===== config.mk =====
export PLATFORM = sky130hd
export DESIGN_NAME = tt_um_afedorowicz14_core_flat
export DESIGN_NICKNAME = d
export VERILOG_FILES = /design/src/rtl/afedorowicz14_pkg.sv /design/src/rtl/afedorowicz14_if.sv /design/src/rtl/afedorowicz14_alu.sv /design/src/rtl/tt_um_afedorowicz14_core.sv /design/src/flat_wrapper.sv
export SDC_FILE = /design/constraint.sdc
export NUM_CORES = 1
export LEC_CHECK = 0
export CAP_MARGIN = 25
export CORE_MARGIN = 10
export CORE_UTILIZATION = 60
export DETAILED_ROUTE_END_ITERATION = 12
export DONT_BUFFER_PORTS = 1
export GPL_TIMING_DRIVEN = 1
export PLACE_DENSITY = 0.76
export SLEW_MARGIN = 25
export SYNTH_ARGS = -nofsm -noshare
export SYNTH_HDL_FRONTEND = slang
export SYNTH_SLANG_ARGS = --single-unit

===== constraint.sdc =====
create_clock -name clk -period 3.7 [get_ports clk]
set_input_delay 0.37 -clock clk [delete_from_list [all_inputs] [get_ports clk]]
set_output_delay 0.37 -clock clk [all_outputs]
set_load 0.01 [all_outputs]

===== src/rtl/afedorowicz14_pkg.sv =====
// Shared types and constants for the afedorowicz14 accumulator ALU.
// Flag indices refer to positions inside the 4-bit {Z,C,N,V} flag vector.
package afedorowicz14_pkg;

  typedef enum logic [3:0] {
    OP_NOP  = 4'h0,
    OP_LOAD = 4'h1,
    OP_ADD  = 4'h2,
    OP_SUB  = 4'h3,
    OP_AND  = 4'h4,
    OP_OR   = 4'h5,
    OP_XOR  = 4'h6,
    OP_NOT  = 4'h7,
    OP_SHL  = 4'h8,
    OP_SHR  = 4'h9,
    OP_ROL  = 4'hA,
    OP_ROR  = 4'hB,
    OP_INC  = 4'hC,
    OP_DEC  = 4'hD,
    OP_CMP  = 4'hE,
    OP_CLR  = 4'hF
  } alu_op_t;

  localparam int FLAG_Z = 3;
  localparam int FLAG_C = 2;
  localparam int FLAG_N = 1;
  localparam int FLAG_V = 0;

  localparam logic [7:0] UIO_OE_MASK = 8'hF0;

endpackage


===== src/rtl/afedorowicz14_if.sv =====
// Pin bundle of the Tiny Tapeout user project: enable, operand/opcode inputs
// and the accumulator/flag outputs. The core is the slave side.
interface afedorowicz14_if;

  logic       ena;
  logic [7:0] ui_in;
  logic [7:0] uio_in;
  logic [7:0] uo_out;
  logic [7:0] uio_out;
  logic [7:0] uio_oe;

  modport master (
    output ena, ui_in, uio_in,
    input  uo_out, uio_out, uio_oe
  );

  modport slave (
    input  ena, ui_in, uio_in,
    output uo_out, uio_out, uio_oe
  );

endinterface


===== src/rtl/afedorowicz14_alu.sv =====
// Purely combinational 8-bit ALU: computes the result, the accumulator
// write-enable and the {Z,C,N,V} flags for one opcode.
module afedorowicz14_alu
  import afedorowicz14_pkg::*;
(
  input  logic [7:0] acc,
  input  logic [7:0] b,
  input  alu_op_t    op,
  output logic [7:0] r,
  output logic       acc_we,
  output logic [3:0] flags
);

  logic [8:0] sum;
  logic [8:0] diff;
  logic       carry;
  logic       ovf;

  assign sum  = {1'b0, acc} + {1'b0, b};
  assign diff = {1'b0, acc} - {1'b0, b};

  always_comb begin
    r      = '0;
    carry  = 1'b0;
    ovf    = 1'b0;
    acc_we = 1'b1;
    case (op)
      OP_LOAD: r = b;
      OP_ADD: begin
        r     = sum[7:0];
        carry = sum[8];
        ovf   = (acc[7] == b[7]) && (sum[7] != acc[7]);
      end
      OP_SUB, OP_CMP: begin
        // CMP shares the subtractor but leaves the accumulator untouched
        r      = diff[7:0];
        carry  = diff[8];
        ovf    = (acc[7] != b[7]) && (diff[7] != acc[7]);
        acc_we = (op == OP_SUB);
      end
      OP_AND: r = acc & b;
      OP_OR:  r = acc | b;
      OP_XOR: r = acc ^ b;
      OP_NOT: r = ~acc;
      OP_SHL: begin
        r     = {acc[6:0], 1'b0};
        carry = acc[7];
      end
      OP_SHR: begin
        r     = {1'b0, acc[7:1]};
        carry = acc[0];
      end
      OP_ROL: begin
        r     = {acc[6:0], acc[7]};
        carry = acc[7];
      end
      OP_ROR: begin
        r     = {acc[0], acc[7:1]};
        carry = acc[0];
      end
      OP_INC: begin
        r     = acc + 8'd1;
        carry = (acc == 8'hFF);
        ovf   = (acc == 8'h7F);
      end
      OP_DEC: begin
        r     = acc - 8'd1;
        carry = (acc == 8'h00);
        ovf   = (acc == 8'h80);
      end
      OP_CLR: r = '0;
      default: acc_we = 1'b0;
    endcase
  end

  always_comb begin
    flags         = '0;
    flags[FLAG_Z] = (r == 8'h00);
    flags[FLAG_C] = carry;
    flags[FLAG_N] = r[7];
    flags[FLAG_V] = ovf;
  end

endmodule


===== src/rtl/tt_um_afedorowicz14_core.sv =====
// Registered accumulator core: holds ACC and flags, runs one ALU operation
// per enabled cycle and maps state onto the Tiny Tapeout pins.
module tt_um_afedorowicz14_core
  import afedorowicz14_pkg::*;
(
  input  logic          clk,
  input  logic          rst,
  afedorowicz14_if.slave bus
);

  logic [7:0] acc;
  logic [3:0] flags;
  logic [7:0] alu_r;
  logic       alu_acc_we;
  logic [3:0] alu_flags;
  alu_op_t    op;
  logic       unused_opcode_hi;

  assign op               = alu_op_t'(bus.uio_in[3:0]);
  assign unused_opcode_hi = ^bus.uio_in[7:4];

  afedorowicz14_alu u_alu (
    .acc    (acc),
    .b      (bus.ui_in),
    .op     (op),
    .r      (alu_r),
    .acc_we (alu_acc_we),
    .flags  (alu_flags)
  );

  // Reset wins over enable; NOP is the only opcode that leaves the flags alone
  always_ff @(posedge clk) begin
    if (rst) begin
      acc   <= '0;
      flags <= '0;
    end else if (bus.ena) begin
      if (alu_acc_we)
        acc <= alu_r;
      if (op != OP_NOP)
        flags <= alu_flags;
    end
  end

  assign bus.uo_out  = acc;
  assign bus.uio_out = {flags, 4'b0000};
  assign bus.uio_oe  = UIO_OE_MASK;

endmodule


===== src/flat_wrapper.sv =====
// flat-port wrapper written by rule: the top's interface ports become plain ports
module tt_um_afedorowicz14_core_flat import afedorowicz14_pkg::*;
  (clk, rst, bus_ena, bus_ui_in, bus_uio_in, bus_uo_out, bus_uio_out, bus_uio_oe);
  afedorowicz14_if bus_i ();
  input  logic clk;
  input  logic rst;
  input wire logic [$bits(bus_i.ena)-1:0] bus_ena;
  input wire logic [$bits(bus_i.ui_in)-1:0] bus_ui_in;
  input wire logic [$bits(bus_i.uio_in)-1:0] bus_uio_in;
  output wire logic [$bits(bus_i.uo_out)-1:0] bus_uo_out;
  output wire logic [$bits(bus_i.uio_out)-1:0] bus_uio_out;
  output wire logic [$bits(bus_i.uio_oe)-1:0] bus_uio_oe;
  assign bus_i.ena = bus_ena;
  assign bus_i.ui_in = bus_ui_in;
  assign bus_i.uio_in = bus_uio_in;
  assign bus_uo_out = bus_i.uo_out;
  assign bus_uio_out = bus_i.uio_out;
  assign bus_uio_oe = bus_i.uio_oe;
  tt_um_afedorowicz14_core u_core (.clk(clk), .rst(rst), .bus(bus_i));
endmodule

### Word level (Yosys, flattened, before mapping)

Cells that the tools add are included.

* add/sub/neg operators: 4
* equality and inequality tests: 22
* muxes and demuxes: 4
* bitwise gates (word level): 4
* reductions and logical operators: 11

Operators by type and width (count)
* case mux 8 bit (13 select lines): 1
* == test 4 bit, second input constant: 8
* == test 4 x 3 -> 1 bit, second input constant: 4
* == test 8 bit, second input constant: 2
* logical NOT 8 bit: 2
* OR reduction 13 bit: 1
* adder 8 x 8 -> 9 bit: 1
* subtractor 8 x 8 -> 9 bit: 1
* adder 8 x 1 -> 8 bit, second input constant: 1
* bitwise AND 8 bit: 1
* == test 4 x 2 -> 1 bit, second input constant: 2
* == test 8 x 7 -> 1 bit, second input constant: 1
* NOT 8 bit: 1
* OR 8 bit: 1
* subtractor 8 x 1 -> 8 bit, second input constant: 1
* XOR 8 bit: 1
* case mux 1 bit (6 select lines): 1
* OR reduction 2 bit: 3
* == test 4 x 1 -> 1 bit, second input constant: 1
* case mux 1 bit (4 select lines): 1
* AND reduction 2 bit: 2
* nonzero test 4 bit: 1
* != test 1 bit: 3
* logical AND 1 bit: 2
* 2 further kinds: 2

* bits in registers: 12
* bits of input ports: 19
* output and inout port bits: 24
* logic and storage cells: 47

### Logic depth before layout (Yosys ltp)

Gate-level depths: netlist of run 1.

* depth after elaboration: 4
* depth in mapped cells: 12

### Cells and area by module

A second synthesis of run 1 with hierarchy kept.

* cell total of the unflattened synthesis: 350
* area, all modules: 2511.2 um^2

Modules (own cells, without submodules)
* afedorowicz14_alu: instances 1, cells an instance 282, area an instance 1889.3 um^2, seq. area each 0.0 um^2
* tt_um_afedorowicz14_core: instances 1, cells an instance 68, area an instance 621.8 um^2, seq. area each 240.2 um^2

### Least setup slack after synthesis of run 1

No wires, ideal clock.

* path type: reg-to-reg
* start: register u_core.acc[1], in the netlist u_core.bus.uo_out[1]
* end: register u_core.flags[3]
* setup time: 0.060 ns
* data arrival time: 2.699 ns
* data required time: 3.640 ns
* setup slack: 0.941 ns
* cell stages (with the launch flop): 11
* buffers on the path: 1
* clock period less this slack: 2.759 ns
* cells stage by stage: dfxtp_1 > clkbuf_1 > inv_1 > ha_1 > mux2_4 > a221oi_2 > a31oi_1 > a311o_1 > a2111oi_2 > and4_1 > a32o_2

* cells in the longest elaborated chain, start to end: 3
* elaborated cells on any way between the ends: 10
* classes of those cells: add/sub: 4; mux: 1; bitwise: 4; reduce/logical: 1

Ends and longest elaborated chain
* start: declaration: RTL line tt_um_afedorowicz14_core.sv:11 `logic [7:0] acc;`
* start signal: assignment: RTL line tt_um_afedorowicz14_core.sv:38 `acc <= alu_r;`
* subtractor 8 x 1 -> 8 bit (tied with other cells): RTL line afedorowicz14_alu.sv:67 `r = acc - 8'd1;`
* case mux 8 bit (13 select lines) (*): RTL line afedorowicz14_alu.sv:27 `case (op)`
* logical NOT 8 bit (*): RTL line afedorowicz14_alu.sv:78 `flags[FLAG_Z] = (r == 8'h00);`
* end signal: assignment: RTL line tt_um_afedorowicz14_core.sv:40 `flags <= alu_flags;`
* end: declaration: RTL line tt_um_afedorowicz14_core.sv:12 `logic [3:0] flags;`

Mark *: on every way between the ends. The rest lies on a longest branch, timed or not.
A chain may end at the register's enable or synchronous reset.

### Final worst setup path of run 1

* start: register u_core.acc[0], in the netlist u_core.bus.uo_out[0]
* end: register u_core.flags[3]

The elaborated chain is that of the path after synthesis.

==> summary.txt, run 1 <==
Routing
  • Uppermost layer routed: met4
  • M1 wire length: 2800 µm
  • Starting DRT DRC Count: 289
  • Number of vias per cell: 6.85
  • Avg WL per Cell: 20.2 µm
  • Detail Route Antenna Nets: 0
  • Routed wire length on met3: 966 µm
  • Met2 Wirelength: 3080 µm
  • Residual DRC count: 0
  • Pre-antenna DRT Iters: 5
  • Vias: 2363
  • Routed WL: 6980 µm

Die
  • Area of the core: 3770 µm²
  • Die area: 6930 µm²
  • Row cnt: 22
  • Die Span Y: 83.2 µm
  • Top Ports: 43
  • Chip Width: 83.2 µm
  • Starting Density: 0.636

Synth
  • Async SR Flop Fraction: 0
  • Area leader, netlist: ha_1
  • Synth top area cells: ha_1 (13%), dfxtp_1 (10%), buf_4 (4.4%)
  • Yosys warnings: 0
  • Synthesized flop and latch total: 12
  • Most instantiated library cell after synthesis: nor2_1
  • Cell variety after synth: 64
  • Post-synth EDFFs: 0
  • Post-synthesis cell count: 316
  • Top-area cell type share of the netlist area: 0.130
  • Area of the mapped netlist: 2400 µm²
  • Sequential fraction of the synthesis area: 0.100
  • Synth Area per Inst: 7.59 µm²
  • Top_reg_cell synth: dfxtp_1
  • Post-synth top cells: nor2_1 (28), ha_1 (25), inv_1 (22)

Flow run
  • Max-cap violation count: 0

Clocking
  • Post-CTS Setup Repair Bufs: 0
  • Cts hold-fix bufs: 0
  • Worst skew pair latency: 0.24 ns
  • Post-CTS Resized: 0
  • Root buf cell: clkbuf_8
  • CTS buffer count: 3
  • CTS tree: yes
  • Max Buffers Root-to-Sink: 2
  • H-tree depth: 1
  • Clock Sinks: 12
  • Reg clk slew, reported paths: 0.05 ns

Worst setup path
  • Worst reg2reg setup slack: 0.80 ns
  • Critical Path Fanout Max: 14
  • CP Capture Type: flop
  • RR Startpoint: u_core.bus.uo_out[0]$_SDFFE_PP0P_
  • Arr. time, crit path: 3.08 ns
  • CP startpoint: u_core.bus.uo_out[0]$_SDFFE_PP0P_
  • Crit path required time: 3.88 ns
  • CP max-delay cell: a211oi_1
  • Biggest cell delay along the critical path: 0.49 ns
  • Terminus of the critical flop-to-flop path: u_core.flags[3]$_SDFFE_PP0P_
  • Crit path cell chain: buf_4 > inv_1 > ha_1 > fa_1 > nor3_1 > or3_1 > o22a_1 > a21oi_1 > a211oi_1 > and4_1 > a32o_2
  • Setup crit end: u_core.flags[3]$_SDFFE_PP0P_
  • Worst Path Class, Setup: reg -> reg
  • Startpoint types: flop
  • Worst-case reg-to-reg path depth: 11

Layout
  • Area Overhead vs Synth: -0.991%
  • Area of the multi-input gates: 1900 µm²
  • Nets@finish: 344
  • Fillers: 360
  • Register Area: 240 µm²
  • Share of cells above drive strength 1: 0.0707
  • # diodes: 0

GRT
  • All-Layer GR Usage: 0.190
  • Vias in the first global route: 2200
  • Largest net degree at the start of global routing: 33
  • Initial antenna violation count: 0
  • First-pass GRT wire length: 11500 µm
  • Global route overflow: 0

Outcome
  • Outcome: finished, final reports clean

Pwr
  • Sw Ratio: 0.407
  • Share of power burned in registers: 0.257
  • Net Sw Power: 251 µW
  • Logic pwr share: 0.518
  • LEAKAGE: 0.000969 µW
  • Int Pwr: 366 µW
  • Worst VDD drop: 0.339 mV
  • Total Power: 617 µW
  • Clock share of power: 0.225
  • Cell area power density: 260 nW/µm²

Worst hold path
  • Hold crit path type: in -> reg
  • Cells on Worst Hold Path: 1

STA
  • Worst Skew: 0.00181 ns
  • Setup violators final: 0
  • Worst-Margin Slew: 0.906 ns
  • Fin. max-slew vios: 0
  • Fmax: 345 MHz
  • Share of the cycle needed by the critical path after routing: 0.783
  • Setup ws final: 0.803 ns
  • Final TNS setup: 0 ns
  • Fin crit period: 2.90 ns
  • Final Hold Vio Count: 0
  • Worst slew margin: 0.395
  • RSZ-0062 raised after global routing: false

Placement
  • Place WS: 0.899 ns
  • DPL Wire Length: 5230 µm
  • Gpl congestion: 0.971
  • Port bufs: 0
==> placed cells by master, fill, tap and decap left out, types with 3 or more instances in the layout <==
cell	n
a211oi_1	8
nor2_1	28
a221oi_1	7
nand3_1	11
a221o_1	4
nor2b_1	9
o31ai_1	3
o21bai_1	3
conb_1	12
ha_1	25
dfxtp_1	12
a22o_1	3
a31oi_1	6
and2_1	4
nor4_1	4
buf_4	5
o211ai_1	4
o22ai_1	5
mux2i_1	6
a21o_1	4
a32oi_1	8
a21oi_1	15
nor3_1	9
nand2b_1	3
xnor2_1	12
clkbuf_8	4
o21ai_0	4
o32ai_1	4
nand2_1	11
inv_1	22
==> area by class of cell <==
| cell class | instances | area share |
|---|---|---|
| multi-input cells | 253 | 0.798 |
| flip-flops and latches | 12 | 0.101 |
| inverters | 23 | 0.0364 |
| well taps | 48 | 0.0253 |
| clock buffers | 4 | 0.0232 |
| repair buffers | 5 | 0.0158 |
==> how the worst min path moves through the flow <==
stage	start	endpoint	slack (ns)
2_1_floorplan	rst	u_core.flags[2]$_SDFFE_PP0P_	0.47
3_5_place_dp	rst	u_core.flags[0]$_SDFFE_PP0P_	0.44
5_1_grt	rst	u_core.flags[0]$_SDFFE_PP0P_	0.18
3_3_place_gp	rst	u_core.flags[0]$_SDFFE_PP0P_	0.44
6_report	rst	u_core.flags[0]$_SDFFE_PP0P_	0.19
4_1_cts	rst	u_core.flags[0]$_SDFFE_PP0P_	0.19
==> state kept, by name, indices dropped and copies added, names as in the netlist <==
register	count
u_core.flags	4
u_core.bus.uo_out	8
==> per-stage QoR <==
stage / utilization / hold slack (ns) / instances / cell area [µm²]
floorplan: - / 0.472 / 326 / 2440
global placement: 0.615 / 0.443 / 341 / 2320
detailed placement: 0.615 / 0.445 / 341 / 2320
CTS: 0.630 / 0.192 / 345 / 2370
global route: 0.630 / 0.182 / 345 / 2370
finish: 0.630 / 0.195 / 345 / 2370
==> metal layers <==
metal	global-route usage	up-vias
met5	0	-
met1	0.252	1101
li1	-	1109
met3	0.0518	14
met4	0.0600	0
met2	0.290	139
==> logic make-up (layout without fill, tap and decap cells) <==
family	count (synthesis)	count (layout)	synth area share
AOI/OAI and AO/OA	98	98	0.325
and+or+nand+nor	93	93	0.202
buffers and inverters	61	32	0.125
adders and majority gates	27	27	0.147
xor gates and xnor gates	13	13	0.0475
DFF	12	12	0.100
muxes	10	10	0.0501
other	2	12	0.00313
==> worst max-delay path: cells and delay by family, from the launching register on <==
family                   cells  cell delay, ns
AO/OA/AOI/OAI                4            0.86
buffers and inverters        2            0.33
flip-flops                   1            0.33
AND/OR/NAND/NOR              3            0.63
adder cells (fa/ha/maj)      2            0.69
==> power by group through the flow <==
stage	clock network, µW	logic [µW]	registers [µW]
2_1_floorplan	0	275	158
3_3_place_gp	0	306	160
3_5_place_dp	0	310	161
4_1_cts	144	312	158
5_1_grt	151	353	160
6_report	139	319	158
No activity file was read; power rests on OpenSTA's default activity.
==> run 2, diff against run 1 <==
--- a/config.mk
+++ b/config.mk
@@ -7,11 +7,11 @@
 export LEC_CHECK = 0
 export CAP_MARGIN = 25
 export CORE_MARGIN = 10
-export CORE_UTILIZATION = 60
+export CORE_UTILIZATION = 59
 export DETAILED_ROUTE_END_ITERATION = 12
 export DONT_BUFFER_PORTS = 1
 export GPL_TIMING_DRIVEN = 1
-export PLACE_DENSITY = 0.76
+export PLACE_DENSITY = 0.78
 export SLEW_MARGIN = 25
 export SYNTH_ARGS = -nofsm -noshare
 export SYNTH_HDL_FRONTEND = slang
==> constraint.sdc (replaced) <==
create_clock -name clk -period 2.55 [get_ports clk]
set_input_delay 0.255 -clock clk [delete_from_list [all_inputs] [get_ports clk]]
set_output_delay 0.255 -clock clk [all_outputs]
set_load 0.01 [all_outputs]
==> run 2 against run 1 <==
Compared with the run above:
- sequential cell count is the same
- maximum frequency grew 16%
- clock skew grew 0.00056 ns
- total power grew 63%
- register-to-register slack lost 0.76 ns
- worst hold slack lost 0.12 ns
- combinational power grew 83%
- largest cell class unchanged
- sequential share of layout area shrank 1.0 points
==> summary.txt, run 2 (synthesis gave the netlist of run 1 again) <==
Layout
  • Commonest non-fill, non-tap cell in the layout: buf_4
  • Nets@finish: 370 (+7.6%)
  • Area Overhead vs Synth: 11.4%
  • Most frequent cells in the layout: buf_4 (31), nor2_1 (28), inv_1 (22)
  • Share of cells above drive strength 1: 0.186 (+0.115)
  • Fin util: 0.673 (+0.0429)
  • Fillers: 335 (-6.9%)
  • Max FFs per register: 8 (unchanged)
  • # diodes: 0 (unchanged)

Placement
  • Port bufs: 0 (unchanged)
  • DPL Wire Length: 5520 µm (+5.6%)
  • Gpl congestion: 0.941 (-3.1%)

Pwr
  • Total Power: 1010 µW (+63%)
  • LEAKAGE: 0.00111 µW (+14%)
  • Cell area power density: 376 nW/µm² (+45%)
  • Worst VDD drop: 0.333 mV (-1.9%)

Die
  • Top Ports: 43 (unchanged)
  • Row cnt: 23 (+4.5%)
  • Die Span Y: 83.8 µm (+0.64%)
  • Area of the core: 3970 µm² (+5.3%)
  • Chip Width: 83.8 µm (+0.64%)
  • Starting Density: 0.604 (-0.0321)
  • Die area: 7020 µm² (+1.3%)

GRT
  • Global route overflow: 0 (unchanged)
  • First-pass GRT wire length: 12200 µm (+5.7%)
  • Vias in the first global route: 2500 (+14%)
  • All-Layer GR Usage: 0.199 (+0.00863)
  • Initial antenna violation count: 0 (unchanged)
  • Largest net degree at the start of global routing: 33 (unchanged)

Flow run
  • Max-cap violation count: 0 (unchanged)

Worst setup path
  • Crit path required time: 2.74 ns (-1.14 ns)
  • Top delay family on crit path: compound AO/OA/AOI/OAI gates
  • Critical Path Fanout Max: 4 (-10)
  • Crit path cell chain: inv_1 > ha_1 > a21oi_1 > o22ai_1 > or2_1 > a221o_1 > a221oi_2 > and4_1 > a32o_2
  • Arr. time, crit path: 2.69 ns (-0.39 ns)
  • CP max-delay cell: dfxtp_2
  • Startpoint types: flop
  • Biggest cell delay along the critical path: 0.37 ns (-0.12 ns)
  • CP Capture Type: flop
  • Worst Path Class, Setup: reg -> reg
  • CP Buf/Inv Count: 1 (-1)

Outcome
  • Outcome: finished, final reports clean

STA
  • Worst-Margin Slew: 0.610 ns (-0.296 ns)
  • Worst slew margin: 0.590 (+0.195)
  • Fmax: 399 MHz (+16%)
  • Fin crit period: 2.51 ns (-0.392 ns)
  • Setup violators final: 0 (unchanged)
  • Final TNS setup: 0 ns (unchanged)
  • Share of the cycle needed by the critical path after routing: 0.982 (+0.199)
  • Fin. max-slew vios: 0 (unchanged)
  • Worst Skew: 0.00237 ns (+0.000557 ns)
  • RSZ-0062 raised after global routing: true
  • Final Hold Vio Count: 0 (unchanged)

Routing
  • Starting DRT DRC Count: 466 (+61%)
  • Routed WL: 7560 µm (+8.3%)
  • Detail Route Antenna Nets: 0 (unchanged)
  • Residual DRC count: 0 (unchanged)
  • Pre-antenna DRT Iters: 5 (unchanged)
  • Vias: 2558 (+8.3%)
  • Avg WL per Cell: 20.3 µm (+0.15%)
  • Number of vias per cell: 6.86 (+0.13%)

Clocking
  • Reg clk slew, reported paths: 0.05 ns (about the same)
  • CTS tree: yes
  • CTS buffer count: 3 (unchanged)
  • Root buf cell: clkbuf_8
  • Clock Sinks: 12 (unchanged)
  • H-tree depth: 1 (unchanged)
  • Worst skew pair latency: 0.24 ns (about the same)
  • Max Buffers Root-to-Sink: 2 (unchanged)

Worst hold path
  • Hold crit path type: in -> reg
[run 2: changes by cell type in the layout (fill, tap and decap cells not counted), sizes merged]
cell,delta
buf,+26
[run 2: worst reg2reg max path: cells and delay by family (launching register included)]
kind,cells,cell delay [ns]
buffers and inverters,1,0.07
and+or+nand+nor,2,0.50
DFF,1,0.37
AOI/OAI and AO/OA,5,1.17
adders and majority gates,1,0.32
[run 2: stage by stage]
step	hold WS [ns]	std cells	worst slack (ns)	instance area, µm²
6_report	0.0754	373	0.0447	2670
5_1_grt	0.0681	373	-0.0568	2670
4_1_cts	0.0735	373	0.000635	2600
3_5_place_dp	0.325	368	-0.0620	2510
3_3_place_gp	0.327	368	-0.0622	2510
2_1_floorplan	0.357	326	0.00356	2460
[run 2: routing by layer]
layer	part of all wire	GRT usage	routed length (µm)	vias up
met1	0.38	0.242	2910	1176
met2	0.46	0.323	3480	187
met5	0	0	0	-
met3	0.13	0.0547	961	32
met4	0.027	0.0761	206	0
li1	-	-	-	1163
[run 2: final timing paths]
check	end	cells past startpoint	slack (ns)	from
setup reg to reg	u_core.flags[3]$_SDFFE_PP0P_	9	0.04	u_core.bus.uo_out[1]$_SDFFE_PP0P_
hold / removal	u_core.bus.uo_out[1]$_SDFFE_PP0P_	1	0.08	rst
setup / recovery	u_core.flags[3]$_SDFFE_PP0P_	9	0.04	u_core.bus.uo_out[1]$_SDFFE_PP0P_
hold reg to reg	u_core.flags[0]$_SDFFE_PP0P_	2	0.50	u_core.flags[0]$_SDFFE_PP0P_
[run 2: area by class of cell]
class                           instances  area [µm²]  share of cell area
Clock buffer                            4        55.1              0.0206
Inverter                               23        86.3              0.0323
Multi-Input combinational cell        253        1990               0.746
Sequential cell                        12         243              0.0909
Tap cell                               50        62.6              0.0234
Timing Repair Buffer                   31         233              0.0871
[run 2: repair_timing]
item / in CTS / in global routing
buffers inserted: 1 / 0
resized for setup: 3 / 13
hold buffers: 0 / 0
pin swaps: 2 / 4
setup endpoints to repair: 4 / 7
[run 2: where the power goes]
part           internal (µW)  total, µW  switching, µW  leakage, µW
combinational            258        585            327     0.000977
clock                    136        205           68.7    0.0000288
sequential               203        215           12.3    0.0000994
total                    597       1010            408      0.00111
==> run 3, diff against run 2 <==
--- a/config.mk
+++ b/config.mk
@@ -11,7 +11,7 @@
 export DETAILED_ROUTE_END_ITERATION = 12
 export DONT_BUFFER_PORTS = 1
 export GPL_TIMING_DRIVEN = 1
-export PLACE_DENSITY = 0.78
+export PLACE_DENSITY_LB_ADDON = 0.1
 export SLEW_MARGIN = 25
 export SYNTH_ARGS = -nofsm -noshare
 export SYNTH_HDL_FRONTEND = slang
==> run 3 against run 2 <==
Compared with the run above:
- setup slack got worse by 0.035 ns
- global-route usage rose by 0.27 points
- non-clock buffer count rose by 3
- clock power barely moved
- first-iteration DRC count fell by 53%
- cell count rose by 0.80%
- maximum frequency fell by 1.4%
- clock-buffer cell count did not move
- critical path depth did not move
- combinational power barely moved
- clock skew rose by 0.0014 ns
- critical endpoint unchanged
==> summary.txt, run 3 (synthesis gave the netlist of run 1 again) <==
Pwr
  • Worst VDD drop: 0.390 mV (+17%)
  • LEAKAGE: 0.00113 µW (+2.0%)
  • Cell area power density: 372 nW/µm² (-1.1%)

Clocking
  • Root buf cell: clkbuf_8
  • Max Buffers Root-to-Sink: 2 (unchanged)
  • CTS tree: yes
  • Reg clk slew, reported paths: 0.05 ns (about the same)
  • Worst skew pair latency: 0.24 ns (about the same)
  • H-tree depth: 1 (unchanged)
  • CTS buffer count: 3 (unchanged)
  • Cts hold-fix bufs: 0 (unchanged)
  • Clock Sinks: 12 (unchanged)

Layout
  • # diodes: 0 (unchanged)
  • Area of the multi-input gates: 2000 µm² (+0.38%)
  • Register Area: 245 µm² (+1.0%)
  • Most frequent cells in the layout: buf_4 (34), nor2_1 (28), ha_1 (21)
  • Share of cells above drive strength 1: 0.215 (+0.0290)
  • Area Overhead vs Synth: 12.7%
  • Max FFs per register: 8 (unchanged)
  • Commonest non-fill, non-tap cell in the layout: buf_4
  • Nets@finish: 373 (+0.81%)
  • Fillers: 353 (+5.4%)

Routing
  • Number of vias per cell: 6.60 (-3.7%)
  • Routed WL: 7330 µm (-3.0%)
  • Detail Route Antenna Nets: 0 (unchanged)
  • Pre-antenna DRT Iters: 4 (-1)
  • Vias: 2482 (-3.0%)
  • Residual DRC count: 0 (unchanged)
  • Starting DRT DRC Count: 219 (-53%)
  • Avg WL per Cell: 19.5 µm (-3.8%)

STA
  • Fmax: 394 MHz (-1.4%)
  • Worst slew margin: 0.563 (-0.0273)
  • Final Hold Vio Count: 0 (unchanged)
  • Setup ws final: 0.00954 ns (-0.0352 ns)
  • Hold_ws: 0.0713 ns (-0.00411 ns)
  • Worst-Margin Slew: 0.655 ns (+0.0453 ns)
  • Worst Skew: 0.00374 ns (+0.00137 ns)
  • Setup violators final: 0 (unchanged)
  • Fin crit period: 2.54 ns (+0.0352 ns)
  • RSZ-0062 raised after global routing: true
  • Fin. max-slew vios: 0 (unchanged)
  • Share of the cycle needed by the critical path after routing: 0.996 (+0.0138)

Worst hold path
  • Cells on Worst Hold Path: 1 (unchanged)
  • Hold crit path type: in -> reg

Die
  • Chip Width: 83.8 µm (unchanged)
  • Area of the core: 3970 µm² (unchanged)
  • Die Span Y: 83.8 µm (unchanged)
  • Top Ports: 43 (unchanged)
  • Starting Density: 0.604 (unchanged)
  • Row cnt: 23 (unchanged)
  • Die area: 7020 µm² (unchanged)

Placement
  • Port bufs: 0 (unchanged)
  • Gpl congestion: 0.970 (+3.1%)
  • Place WS: -0.131 ns (-0.0686 ns)
  • DPL Wire Length: 5520 µm (about the same)

Worst setup path
  • Critical Path Fanout Max: 2 (-2)
  • Arr. time, crit path: 2.73 ns (+0.04 ns)
  • Startpoint types: flop
  • Crit path required time: 2.74 ns (about the same)
  • Worst Path Class, Setup: reg -> reg
  • CP Capture Type: flop
  • Worst-case reg-to-reg path depth: 9 (unchanged)

Flow run
  • Max-cap violation count: 0 (unchanged)

Outcome
  • Outcome: finished, final reports clean

GRT
  • Vias in the first global route: 2324 (-7.0%)
  • First-pass GRT wire length: 12100 µm (-0.34%)
  • Global route overflow: 0 (unchanged)
  • Initial antenna violation count: 0 (unchanged)
  • All-Layer GR Usage: 0.202 (+0.00269)
  • Largest net degree at the start of global routing: 33 (unchanged)
-- run 3: per-layer routing --
metal / part of all wire / up-vias / GRT usage / wire length, µm
li1: - / 1172 / - / -
met1: 0.43 / 1181 / 0.273 / 3150
met2: 0.46 / 120 / 0.316 / 3360
met3: 0.10 / 9 / 0.0439 / 744
met4: 0.012 / 0 / 0.0426 / 85
met5: 0 / - / 0 / 0
-- run 3: where the power goes --
| group | total, µW | internal [µW] | switching (µW) |
|---|---|---|---|
| registers | 214 | 203 | 11.0 |
| logic | 585 | 265 | 320 |
| clock network | 207 | 136 | 70.8 |
-- run 3: area by class of cell --
type,instances,area share
Multi-Input combinational cell,253,0.739
Timing Repair Buffer,34,0.0944
Sequential cell,12,0.0907
Inverter,23,0.0319
Tap cell,50,0.0231
Clock buffer,4,0.0204
-- run 3: final timing paths --
kind | start | endpoint | slack (ns)
worst min register to register | u_core.flags[0]$_SDFFE_PP0P_ | u_core.flags[0]$_SDFFE_PP0P_ | 0.50
worst min-delay path | rst | u_core.flags[0]$_SDFFE_PP0P_ | 0.07
worst max-delay path | u_core.bus.uo_out[0]$_SDFFE_PP0P_ | u_core.flags[3]$_SDFFE_PP0P_ | 0.01
worst max register to register | u_core.bus.uo_out[0]$_SDFFE_PP0P_ | u_core.flags[3]$_SDFFE_PP0P_ | 0.01
-- run 3: what timing repair did --
action	CTS	global route
gates cloned	0	0
resized for setup	7	14
pin swaps	8	8
buffers inserted	1	1
endpoints found under the setup margin	2	5
-- run 3: worst max-delay path: stages, from the launching register on --
cell and delay, ns:
dfxtp_2 0.32, ha_2 0.19, fa_1 0.43, mux2_4 0.29, a221oi_2 0.24, a31oi_1 0.06
a311o_1 0.34, a2111oi_4 0.22, and4_1 0.25, a32o_2 0.16
-- run 3: metrics by stage --
step,TNS [ns],instances,power [µW],util,cell area (µm²)
after global placement,-0.0866,370,744,0.637,2530
after global routing,-0.0758,376,1070,0.681,2700
final,0,376,1010,0.681,2700
after floorplan,0,326,633,-,2460
after CTS,-0.0231,375,971,0.660,2620
after detailed placement,-0.149,370,746,0.637,2530
